[config.mk]
export PLATFORM = sky130hd
export DESIGN_NAME = modmul_issue
export DESIGN_NICKNAME = d
export VERILOG_FILES = /design/src/rtl/modmul_issue_pkg.sv /design/src/rtl/modmul_scoreboard.sv /design/src/rtl/modmul_issue.sv
export SDC_FILE = /design/constraint.sdc
export NUM_CORES = 1
export LEC_CHECK = 0
export ABC_AREA = 1
export CAP_MARGIN = 15
export CORE_AREA = 2 2 615 617
export CTS_CLUSTER_DIAMETER = 50
export DETAILED_ROUTE_END_ITERATION = 10
export DIE_AREA = 0 0 617 619
export PLACE_DENSITY = 0.3
export SETUP_SLACK_MARGIN = 0.4
export SYNTH_ARGS = -nofsm -noshare
export SYNTH_HDL_FRONTEND = slang
export SYNTH_HIERARCHICAL = 1
export SYNTH_SLANG_ARGS = --single-unit
[constraint.sdc]
create_clock -name clk -period 3.34 [get_ports clk]
set_clock_uncertainty 0.05 [all_clocks]
set_input_delay 0.334 -clock clk [delete_from_list [all_inputs] [get_ports clk]]
set_output_delay 0.334 -clock clk [all_outputs]
set_load 0.01 [all_outputs]
[src/rtl/modmul_issue_pkg.sv]
// ============================================================================
// modmul_issue_pkg : shared constants, types and issue-state enum
// Rev 1.0
// ============================================================================
`default_nettype none

package modmul_issue_pkg;

    localparam int WORDSZ   = 256;
    localparam int RFSZLOG2 = 5;
    localparam int LAT      = 34;
    localparam int NREG     = 1 << RFSZLOG2;
    localparam int CNTW     = $clog2(LAT + 1);

    typedef logic [RFSZLOG2-1:0] reg_addr_t;
    typedef logic [WORDSZ-1:0]   word_t;
    typedef logic [CNTW-1:0]     cnt_t;

    typedef enum logic [0:0] {
        RUN   = 1'b0,
        DRAIN = 1'b1
    } issue_state_t;

endpackage

`default_nettype wire

[src/rtl/modmul_scoreboard.sv]
// ============================================================================
// modmul_scoreboard : pending-destination vector, in-flight count, drop timer
// Rev 1.0
// ============================================================================
`default_nettype none

module modmul_scoreboard
    import modmul_issue_pkg::*;
(
    input  logic                clk,
    input  logic                rst,
    input  logic                set_en,
    input  logic [RFSZLOG2-1:0] set_addr,
    input  logic                clr_en,
    input  logic [RFSZLOG2-1:0] clr_addr,
    input  logic [RFSZLOG2-1:0] look_src1,
    input  logic [RFSZLOG2-1:0] look_src2,
    input  logic [RFSZLOG2-1:0] look_dst,
    output logic                hit_src1,
    output logic                hit_src2,
    output logic                hit_dst,
    output logic [CNTW-1:0]     count,
    output logic                busy,
    output logic                drop_active
);

    logic [NREG-1:0] r_pending;
    cnt_t            r_count;
    cnt_t            r_drop;
    logic            w_inc;
    logic            w_dec;

    // Register 0 is the no-op tag, so its bit can never be set.
    assign w_inc = set_en && (set_addr != '0);
    // Clearing a non-pending tag is a protocol error and must not move the count.
    assign w_dec = clr_en && r_pending[clr_addr];

    always_ff @(posedge clk) begin
        if (rst) begin
            r_pending <= '0;
            r_count   <= '0;
            r_drop    <= cnt_t'(LAT);
        end else begin
            if (r_drop != '0) begin
                r_drop <= r_drop - cnt_t'(1);
            end
            if (clr_en) begin
                r_pending[clr_addr] <= 1'b0;
            end
            if (w_inc) begin
                r_pending[set_addr] <= 1'b1;
            end
            r_count <= r_count + cnt_t'(w_inc) - cnt_t'(w_dec);
        end
    end

    assign hit_src1    = r_pending[look_src1];
    assign hit_src2    = r_pending[look_src2];
    assign hit_dst     = r_pending[look_dst];
    assign count       = r_count;
    assign busy        = (r_count != '0);
    assign drop_active = (r_drop != '0);

endmodule

`default_nettype wire

[src/rtl/modmul_issue.sv]
// ============================================================================
// modmul_issue : issue/writeback controller for the pipelined Montgomery modmul
// Optional writeback forwarding: define MODMUL_ISSUE_WB_BYPASS_EN
// Rev 1.0
// ============================================================================
`default_nettype none

module modmul_issue
    import modmul_issue_pkg::*;
(
    input  logic                clk,
    input  logic                rst,
    input  logic                in_valid,
    output logic                in_ready,
    input  logic [RFSZLOG2-1:0] in_dst,
    input  logic [RFSZLOG2-1:0] in_src1,
    input  logic [RFSZLOG2-1:0] in_src2,
    output logic [RFSZLOG2-1:0] rf_raddr1,
    output logic [RFSZLOG2-1:0] rf_raddr2,
    input  logic [WORDSZ-1:0]   rf_rdata1,
    input  logic [WORDSZ-1:0]   rf_rdata2,
    output logic                mm_en,
    output logic [WORDSZ-1:0]   mm_a,
    output logic [WORDSZ-1:0]   mm_b,
    output logic [RFSZLOG2-1:0] mm_rn,
    input  logic [WORDSZ-1:0]   mm_res,
    input  logic [RFSZLOG2-1:0] mm_rn_out,
    output logic                wb_en,
    output logic [RFSZLOG2-1:0] wb_addr,
    output logic [WORDSZ-1:0]   wb_data,
    input  logic                flush,
    output logic                flush_done,
    output logic                busy,
    output logic                err
);

    issue_state_t r_state;
    logic         r_err;
    logic         r_wb_en;
    reg_addr_t    r_wb_addr;
    word_t        r_wb_data;

    logic         w_hit_src1;
    logic         w_hit_src2;
    logic         w_hit_dst;
    cnt_t         w_count;
    logic         w_busy;
    logic         w_drop_active;
    logic         w_fwd1;
    logic         w_fwd2;
    logic         w_hazard;
    logic         w_accept;
    logic         w_issue;
    logic         w_drained;

`ifdef MODMUL_ISSUE_WB_BYPASS_EN
    // The writeback commits at this edge, so its data is the newest value of that register.
    assign w_fwd1 = r_wb_en && (r_wb_addr == in_src1);
    assign w_fwd2 = r_wb_en && (r_wb_addr == in_src2);
`else
    assign w_fwd1 = 1'b0;
    assign w_fwd2 = 1'b0;
`endif

    assign w_hazard  = (w_hit_src1 && !w_fwd1) || (w_hit_src2 && !w_fwd2) || w_hit_dst;
    assign in_ready  = !rst && (r_state == RUN) && !flush && !w_hazard && (w_count < cnt_t'(LAT));
    assign w_accept  = in_valid && in_ready;
    assign w_issue   = w_accept && (in_dst != '0);
    assign w_drained = (w_count == '0) && !r_wb_en;

    assign rf_raddr1 = in_src1;
    assign rf_raddr2 = in_src2;

    assign mm_en = w_issue;
    assign mm_rn = w_issue ? in_dst : '0;
    assign mm_a  = !w_issue ? '0 : (w_fwd1 ? r_wb_data : rf_rdata1);
    assign mm_b  = !w_issue ? '0 : (w_fwd2 ? r_wb_data : rf_rdata2);

    modmul_scoreboard u_scoreboard (
        .clk         (clk),
        .rst         (rst),
        .set_en      (w_issue),
        .set_addr    (in_dst),
        .clr_en      (r_wb_en),
        .clr_addr    (r_wb_addr),
        .look_src1   (in_src1),
        .look_src2   (in_src2),
        .look_dst    (in_dst),
        .hit_src1    (w_hit_src1),
        .hit_src2    (w_hit_src2),
        .hit_dst     (w_hit_dst),
        .count       (w_count),
        .busy        (w_busy),
        .drop_active (w_drop_active)
    );

    always_ff @(posedge clk) begin
        if (rst) begin
            r_state <= RUN;
            r_err   <= 1'b0;
        end else begin
            case (r_state)
                RUN:     if (flush) r_state <= DRAIN;
                DRAIN:   if (w_drained) r_state <= RUN;
                default: r_state <= RUN;
            endcase
            if (w_accept && (in_dst == '0)) begin
                r_err <= 1'b1;
            end
        end
    end

    // Results tagged before a reset are still in the pipe; the drop timer discards them.
    always_ff @(posedge clk) begin
        if (rst) begin
            r_wb_en   <= 1'b0;
            r_wb_addr <= '0;
            r_wb_data <= '0;
        end else begin
            r_wb_en   <= (mm_rn_out != '0) && !w_drop_active;
            r_wb_addr <= mm_rn_out;
            r_wb_data <= mm_res;
        end
    end

    assign wb_en      = r_wb_en;
    assign wb_addr    = r_wb_addr;
    assign wb_data    = r_wb_data;
    assign flush_done = !rst && (r_state == DRAIN) && w_drained;
    assign busy       = w_busy;
    assign err        = r_err;

endmodule

`default_nettype wire

==> metrics.txt <==
outcome complete, but fails checks; failing checks negative setup slack; Final Wtd Congestion 1.05; Net Switching 0.00458 W; Sequential Power Share 28.6%; Final setup viols 523; CP Data Required Time 2.96 ns; Pre-antenna DRT Iters 6; synthesized area 16800 um2; register area share after synthesis 36.7%; sequential cell area 6260 um2; GRT Util Overall 14.8%; WL/cell 31.1 um; via count 23900; top-count cell post-synth inv_1; critical path's most frequent cell nand2_1; CP Class reg2out; synthesized instance count 2539; crit path cell chain buf_6 > nand2_4 > nand3_2 > nand3_2 > nand2_1 > nand2_1 > nand2_1 > nand2_1 > nand2_1 > nor2_2 > nand2_1 > nor2_2 > nand3_2 > nor2_4 > buf_12 > buf_12 > inv_16 > clkbuf_16 > buf_12 > buf_4 > nor2_4 > buf_6; global-route wire length before repair 346 mm; H-tree Lvls 2; Worst Hold Class in2reg; Layout Area Growth over Synthesis 176%; post-synthesis xor/xnor area fraction 0.0521%; simple-gate area share of the yosys netlist 35.6%; TritonCTS clock tree yes; Initial Utilization 4.49%; Synth Flop Type dfxtp_1; RSZ-0062 raised after global routing true; Clock power frac 42.8%; commonest cells in the synthesized netlist inv_1 (823), nor2_1 (499), dfxtp_1 (308), nand2_1 (266), nor2_2 (192); Hold Buf Count CTS 0; fin crit share 115%; post-DR vias/cell 2.49; Hold Crit Depth 3; PD cells 297 nW/um2; PortBufs 1585; fmax 260 MHz; clock-pin transition on the worst setup and hold timing paths 0.06 ns; layout cell share with drive strength beyond 1 30.6%; pre-CTS setup slack -1.15 ns; Rel. slew slack 40.3%; crit path capture type primary output; Worst IR Drop VDD 0.000380 V; CP Data Arrival Time 3.47 ns; Crit path largest cell delay 0.40 ns; die span in y 619 um; grt ovf 0; Post-synth EDFFs 0; die width 617 um; syn avg cell area 6.62 um2; IO Pins 1586; Logic pwr share 28.6%; max cap viols 0; Adder-Cell Fraction of Synth Area 0.863%; Core Region 375000 um2; final wirelength 298 mm; Longest Clk Path Bufs 3; vias in the first global route 24100; P_int 0.00921 W; CP max stage cell dfxtp_4; Ys Warns 6; fillers 43400; antenna violations before repair 232; Post-Synthesis Net Count 3342; post-layout util 12.4%; Row Count 225; area occupied by multi-input gates 8240 um2; Antenna Violating Nets Remaining 0; worst slew pin tran 0.896 ns; #FFs+latches synth 308; Static Leak 20.3 nW; switching power share of the total 33.2%; share of flip-flops with an asynchronous set or reset 0%; mux cell area share after synthesis 0%; type of origin of the critical path register; pin count of the biggest net entering global routing 134; Yosys cell types 34; root buf cell clkbuf_16; initial drt markers 906; die area 382000 um2; drc violations 0; largest family of logic cells by synthesized area simple AND/OR/NAND/NOR gates; Synth Area in Compound Gates 2.57%; Synth area leader dfxtp_1; Slew Limit Fails 0; top-area cell type share of the netlist area 36.7%; final hold vios 0; clk sinks 308; Min Hold Slack 0.0728 ns; Final WS setup -0.513 ns; min Tclk post-route 3.85 ns; Max Fanout on Critical Path 10; worst-case reg-to-reg path depth 29; Area contributors post-synth dfxtp_1 (37%), inv_1 (18%), nor2_1 (11%), nor2_4 (7.4%), nor2_2 (7.1%); total CTS buffers 54; clk_lat worst skew 0.68 ns; post-DP HPWL 273 mm; layout net count 5158
## sequential cells by signal, summed over array words and instances (netlist names)
name                    cells
wb_data                   256
u_scoreboard/r_pending     32
u_scoreboard/count          6
u_scoreboard/r_drop         6
wb_addr                     5
err                         1
r_state                     1
wb_en                       1
## final cells by class
| class | count | share of cell area (%) |
|---|---|---|
| antenna | 185 | 0.997 |
| clock buffer | 63 | 3.09 |
| clock inverter | 36 | 0.954 |
| inverter | 835 | 6.82 |
| multi-input combinational | 1278 | 17.8 |
| sequential | 308 | 13.5 |
| tap | 4994 | 13.5 |
| timing repair buffer | 1876 | 43.3 |
| timing repair inverter | 2 | 0.108 |
## cells by family (layout without fill, tap and decap cells)
kind of cell             count (synthesis)  count (layout)
other                                    0             185
XOR/XNOR                                 1               1
buffers and inverters                  953            2812
AO/OA/AOI/OAI                           85              85
flip-flops                             308             308
adder cells (fa/ha/maj)                 11              11
AND/OR/NAND/NOR                       1181            1181
## cells in the final DEF (no fill, tap or decap), types with 4 or more instances in the layout
cell type,count
clkdlybuf4s50_1,1064
inv_1,820
nor2_4,333
nor2_1,323
dfxtp_1,276
nand2_1,248
buf_6,248
buf_4,196
diode_2,185
nor2_2,146
dlygate4sd2_1,138
buf_12,90
clkbuf_16,76
nand3_1,73
buf_8,62
a21oi_1,44
o21ai_0,33
buf_2,32
dfxtp_4,21
buf_16,17
nand2_2,17
nand3_2,15
dfxtp_2,11
inv_6,9
clkinv_4,9
inv_2,9
ha_1,9
nor3_2,8
nor3_1,7
inv_8,7
o21ai_1,6
clkbuf_8,5
clkdlybuf4s15_2,5
clkinv_2,4
bufinv_16,4
clkbuf_1,4
inv_4,4
## worst paths after layout
| path | to | start | slack (ns) |
|---|---|---|---|
| worst max register to register | u_scoreboard/count[4] | u_scoreboard/r_pending[28] | -0.28 |
| worst min-delay path | wb_data[0] | rst | 0.07 |
| worst max-delay path | mm_b[30] | u_scoreboard/r_pending[28] | -0.51 |
| worst min register to register | u_scoreboard/r_drop[0] | u_scoreboard/r_drop[0] | 0.40 |
## metal layers
metal	wire [um]	share of wire (%)	vias up	global-route usage [%]
li1	-	-	10800	-
met1	89200	30	11300	12.4
met2	178000	60	1211	31.1
met3	14900	5.0	517	3.49
met4	16000	5.4	76	8.44
met5	473	0.16	-	0
## metrics by stage
| step | power, W | area, um2 | cells | TNS, ns |
|---|---|---|---|---|
| finish | 0.0138 | 46400 | 9577 | -188.30 |
| global route | 0.0144 | 46300 | 9530 | -278.03 |
| CTS | 0.0139 | 42700 | 9328 | -259.48 |
| detailed placement | 0.00768 | 39700 | 9198 | -432.93 |
| global placement | 0.00769 | 39700 | 9198 | -468.86 |
| floorplan | 0.00494 | 16900 | 2539 | 0 |
## timing repair
item | in CTS | in global routing
cloned | 9 | 32
pin swaps | 8 | 15
endpoints found under the setup margin | 526 | 557
endpoints found under the hold margin | 0 | 0
resized for setup | 841 | 1058
setup buffers | 22 | 32
## power groups by stage
stage | clock network [W] | registers (W) | logic (W)
detailed placement | 0 | 0.00405 | 0.00363
global route | 0.00626 | 0.00396 | 0.00416
CTS | 0.00620 | 0.00397 | 0.00373
finish | 0.00590 | 0.00395 | 0.00394
global placement | 0 | 0.00405 | 0.00364
floorplan | 0 | 0.00409 | 0.000851
## critical path, delay by kind of cell (launching register included)
family | cells | cell delay [ns]
flip-flops | 1 | 0.40
AND/OR/NAND/NOR | 14 | 1.12
buffers and inverters | 8 | 1.15
(Power assumes the default switching activity.)
==> variant 1, RTL diff (same flow settings) <==
Set the package constant `LAT` to 68 (it was 34).
--- a/src/rtl/modmul_issue_pkg.sv
+++ b/src/rtl/modmul_issue_pkg.sv
@@ -8,7 +8,7 @@
 
     localparam int WORDSZ   = 256;
     localparam int RFSZLOG2 = 5;
-    localparam int LAT      = 34;
+    localparam int LAT      = 68;
     localparam int NREG     = 1 << RFSZLOG2;
     localparam int CNTW     = $clog2(LAT + 1);
 
Function: not settled (the Yosys comparison gave no result); the edit may change what the design does.
==> variant 1 against the unedited design <==
Setup slack lost 0.072 ns; wire length is 1.4% higher; critical endpoint is now mm_b[39]; worst hold slack improved by 0.052 ns; final area decreased by 8.2%; global-route usage rose by 0.37 points; power fell by 1.9%; synthesized area increased by 0.33%; register-to-register slack lost 0.06 ns; the flow still finishes with violations (setup timing); largest cell class unchanged; fmax fell by 1.8%; combinational power is 7.4% lower; sequential cell count up 2; core utilization down 1.0 points.
==> variant 1: results (changes against the unedited design) <==
* Status: finished, violations left
* Violated checks: setup timing
* Non-clock buffering overhead at 42.1% (-1.2 points)
* Cells after Synth at 2,552 (+0.51%)
* Register share of the cell area at 14.7% (+1.3 points)
* Register share of total power at 29.5% (+0.9 points)
* Final worst slack at -0.585 ns (-0.0721 ns)
* Non-clk bufs at 1,768 (-5.8%)
* Compound-Gate Fraction of Synth Area at 2.41% (-0.16 points)
* FILL cells at 43,481 (+0.18%)
* Vias in the first global route at 23,966 (-0.75%)
* Worst rel slew slack at 42.4% (+2.1 points)
* Multi-input logic area at 6990 um2 (-15%)
* Clock power share at 43.5% (+0.7 points)
* Num CTS Buffers at 51 (-5.6%)
* Synth Area in Adders at 0.860% (-0.0028 points)
* Clock network share of area at 4.34% (+0.29 points)
* All-layer global routing usage at 15.2% (+0.37 points)
* Yosys cell types at 33 (-2.9%)
* Die area at 382,000 um2 (unchanged)
* Synth top area cells: dfxtp_1, inv_1, nor2_1
* Worst-path fanout max at 25 (+15)
* Total chip power at 13,500 uW (-1.9%)
* Share of layout cells above drive strength 1 at 24.9% (-5.7 points)
* Non-Filler Instances at 9,338 (-2.5%)
* Dpl ws at -1.09 ns (+0.0523 ns)
* Synth Area in XOR/XNOR at 0.260% (+0.21 points)
* # clk buffers at 55 (-13%)
* DR iter-0 viols at 1,249 (+38%)
* Pleak at 0.0189 uW (-6.8%)
* Placed Instances at 9,166 (-0.35%)
* FF+latch count, synth at 310 (+0.65%)
* Pre-antenna DRT Iters at 5 (-1)
* WL final at 303,000 um (+1.4%)
* NetSw at 4450 uW (-2.8%)
* Initial antenna violation count at 342 (+47%)
* Ant diodes at 46 (-75%)
* Global-route wire length before repair at 354,000 um (+2.4%)
* Non-clock inverters at 835 (-0.24%)
* Vias per inst at 2.52 (+1.2%)
* Final nets at 5,059 (-1.9%)
* Post-DP HPWL at 280,000 um (+2.5%)
* Setup TNS at -198.95 ns (-10.64 ns)
* RePlAce Congestion at 0.906 (-14%)
* Final setup fails at 522 (-0.19%)
* Synth cell count leaders: inv_1, nor2_1, dfxtp_1, nand2_1, nor2_2
* Register area share after synthesis at 36.8% (+0.12 points)
* Peak VDD IR at 0.335 mV (-12%)
* Pin count of the biggest net entering global routing at 159 (+19%)
* Post-synthesis net count at 3,355 (+0.39%)
variant 1: timing repair:
| item | in CTS | in global routing |
|---|---|---|
| pin swaps | 21 | 2 |
| setup endpoints to repair | 526 | 549 |
| buffers inserted | 18 | 2 |
| gates resized for setup | 421 | 268 |
| gates cloned | 10 | 1 |
| hold buffers | 0 | 0 |
variant 1: worst max-delay path, stage by stage:
cell             delay [ns]
clkdlybuf4s50_1        0.45
buf_12                 0.17
buf_12                 0.14
nand2_1                0.06
nand3_1                0.08
nand3_1                0.11
nand2_1                0.08
nand2_1                0.07
nand2_1                0.06
nand2_2                0.07
nand2_2                0.07
nor2_2                 0.11
nand2_2                0.10
nor2_4                 0.11
nand3_2                0.10
nor2_4                 0.12
buf_12                 0.18
inv_16                 0.09
buf_16                 0.23
nor2_2                 0.11
clkdlybuf4s50_1        0.59
variant 1: worst paths after layout:
kind                                          from                                  end  cells past startpoint  slack, ns
max reg2reg  u_scoreboard/r_pending[27]$_SDFF_PP0_     u_scoreboard/count[6]$_SDFF_PP0_                     29      -0.34
min reg2reg    u_scoreboard/r_drop[6]$_SDFFE_PP1P_  u_scoreboard/r_drop[6]$_SDFFE_PP1P_                      2       0.40
min                                    mm_res[218]              wb_data[218]$_SDFF_PP0_                      3       0.12
max                                     in_src1[0]                             mm_b[39]                     21      -0.58
variant 1: per-stage QoR:
stage,hold slack [ns],area [um2]
2_1_floorplan,0.370,16900
3_3_place_gp,0.387,39800
3_5_place_dp,0.395,39800
4_1_cts,0.0359,42500
5_1_grt,0.0934,42600
6_report,0.125,42600
variant 1: routing by layer:
layer	part of all wire [%]	wire [um]	track usage [%]	vias up
met5	0.20	603	0	-
met4	4.8	14600	6.19	98
met3	5.3	15900	3.16	690
met2	63	189000	34.3	1426
met1	27	82100	11.9	10886
li1	-	-	-	10463
==> variant 2, RTL diff (same flow settings) <==
Without the edit above. Register the output `err` once more, without a reset; this adds one clock of latency there. The other outputs are not delayed to match.
--- a/src/rtl/modmul_issue.sv
+++ b/src/rtl/modmul_issue.sv
@@ -128,7 +128,9 @@
     assign wb_data    = r_wb_data;
     assign flush_done = !rst && (r_state == DRAIN) && w_drained;
     assign busy       = w_busy;
-    assign err        = r_err;
+    always_ff @(posedge clk) begin
+        err <= r_err;
+    end
 
 endmodule
 
Function: not settled (the Yosys comparison gave no result); the edit may change what the design does.
==> variant 2 against the unedited design <==
The flow still finishes with violations (setup timing); wire length shrank 1.4%; final area shrank 11%; combinational power shrank 15%; non-clock buffer count shrank 115; die area is the same; synthesized cell count is essentially flat; largest power group unchanged; register-to-register slack lost 0.05 ns; power shrank 4.2%; sequential cell count grew 1; setup slack lost 0.32 ns; largest cell class unchanged; synthesized area grew 0.12%.
==> variant 2: results (changes against the unedited design) <==
* Worst-path fanout max at 17 (+7)
* Clk slew on worst S/H paths at 0.06 ns (about the same)
* Worst-skew pair later-pin latency at 0.68 ns (about the same)
* Async SR Flop Fraction at 0% (unchanged)
* Initial antenna violation count at 355 (+53%)
* R2R Setup Slk at -0.33 ns (-0.05 ns)
* FILL cells at 43,783 (+0.87%)
* CTS root buf: clkbuf_16
* Synth top area cells: dfxtp_1, inv_1, nor2_1
* Violated checks: setup timing
* Pleak at 0.0188 uW (-7.4%)
* Num CTS Buffers at 52 (-3.7%)
* Main flop type after synthesis: dfxtp_1
* Synth cell count leaders: inv_1, nor2_1, dfxtp_1, nand2_1, nor2_2
* Placed instance area at 39,100 um2 (-1.5%)
* R2R Path Start: u_scoreboard/r_pending[29]$_SDFF_PP0_
* Clk buf depth at 3 (unchanged)
* Pre-antenna DRT Iters at 5 (-1)
* Clock power share at 44.5% (+1.7 points)
* Post-DP HPWL at 275,000 um (+0.69%)
* Critical R2R Capture: u_scoreboard/count[4]$_SDFF_PP0_
* Vias in the first global route at 23,955 (-0.80%)
* DRC viols at 0 (unchanged)
* DR WL/cell at 31.4 um (+0.80%)
* All-layer global routing usage at 14.8% (-0.056 points)
* Max Freq at 0.240 GHz (-7.6%)
* H-tree depth at 2 (unchanged)
* Largest register FFs at 256 (unchanged)
* Final worst slack at -0.829 ns (-0.316 ns)
* Global-route wire length before repair at 345,000 um (-0.47%)
* NetSw at 4250 uW (-7.3%)
* Hold Path Origin: rst
* IO buf count at 1,585 (unchanged)
* Min-delay worst type: primary input to flip-flop
* Share of layout cells above drive strength 1 at 22.8% (-7.8 points)
* Power Density at 318 nW/um2 (+7.2%)
* Status: finished, violations left
* Crit path arrival time at 3.78 ns (+0.31 ns)
* Yosys cell types at 34 (unchanged)
* RePlAce Congestion at 0.940 (-10%)
* Hold depth at 3 (unchanged)
* Peak VDD IR at 0.436 mV (+15%)
* WHS at 0.0968 ns (+0.0239 ns)
* Syn. warnings at 6 (unchanged)
* Register area share after synthesis at 36.7% (+0.075 points)
* Final nets at 5,040 (-2.3%)
* Vias per inst at 2.53 (+1.4%)
* Worst R2R Path Depth at 27 (-6.9%)
* Logic pwr share at 25.4% (-3.2 points)
* Least-Margin Pin Slew at 0.843 ns (-0.0533 ns)
* Final setup fails at 523 (unchanged)
* DR iter-0 viols at 1,099 (+21%)
* Hold Path End: wb_data[187]$_SDFF_PP0_
* Pin count of the biggest net entering global routing at 125 (-6.7%)
* Post-synthesis net count at 3,343 (+0.030%)
[variant 2: stage by stage]
stage	setup TNS, ns	std cells	setup slack (ns)	util [%]
floorplan	0	2540	0.371	-
global placement	-452.10	9155	-1.11	10.4
detailed placement	-408.64	9155	-1.03	10.4
CTS	-338.39	9267	-0.842	11.0
global route	-378.47	9355	-0.946	11.1
finish	-302.51	9368	-0.829	11.1
[variant 2: area by class of cell]
type | count | area (um2) | share of cell area (%)
Antenna cell | 95 | 238 | 0.573
Clock buffer | 62 | 1380 | 3.33
Clock inverter | 34 | 469 | 1.13
Inverter | 835 | 3160 | 7.61
Multi-Input combinational cell | 1278 | 6680 | 16.1
Sequential cell | 309 | 6230 | 15.0
Tap cell | 4994 | 6250 | 15.1
Timing Repair Buffer | 1761 | 17100 | 41.2
[variant 2: worst max path at each step]
stage                                           from                               end  slack [ns]  cells past startpoint
6_report                                  in_src2[1]                          mm_b[32]       -0.83                     19
5_1_grt        u_scoreboard/r_pending[28]$_SDFF_PP0_                          mm_a[28]       -0.95                     21
4_1_cts        u_scoreboard/r_pending[31]$_SDFF_PP0_                          mm_a[65]       -0.84                     17
3_5_place_dp                              in_src2[0]                          mm_b[99]       -1.03                     21
3_3_place_gp                              in_src2[0]                          mm_b[99]       -1.11                     21
2_1_floorplan                             in_src1[0]  u_scoreboard/count[4]$_SDFF_PP0_        0.37                     27
[variant 2: critical path, cell delays in order]
cell and delay [ns]:
clkdlybuf4s50_1 0.40, buf_4 0.18, inv_2 0.17, nand3_1 0.11, nand3_1 0.13, nand2_1 0.08, nand2_1 0.07, nand2_1 0.08
nand2_1 0.08, nand2_1 0.08, nor2_2 0.17, nand2_1 0.09, nor2_2 0.12, nand3_2 0.12, nor2_4 0.23, inv_12 0.09
buf_16 0.30, nor2_2 0.10, clkdlybuf4s50_1 0.65
[variant 2: timing repair]
| item | 4_1_cts | 5_1_grt |
|---|---|---|
| cloned | 6 | 0 |
| setup buffers | 10 | 6 |
| setup endpoints to repair | 525 | 528 |
| resized for setup | 351 | 192 |
| pin swaps | 1 | 4 |
[variant 2: layer usage]
| layer | vias to the layer above | global-route usage, % | wire length [um] |
|---|---|---|---|
| li1 | 10451 | - | - |
| met1 | 10960 | 11.3 | 78100 |
| met2 | 1426 | 33.5 | 184000 |
| met3 | 735 | 3.30 | 15700 |
| met4 | 104 | 6.12 | 15800 |
| met5 | - | 0 | 638 |
[variant 2: logic make-up (layout without fill, tap and decap cells)]
kind of cell	after synthesis	count (layout)	share of synthesized area, %
simple gates	1181	1181	35.6
flops	309	309	36.7
fa+ha+maj	11	11	0.862
buf+inv	953	2692	24.2
other cells	0	95	0
compound gates	85	85	2.56
xor+xnor	1	1	0.0520
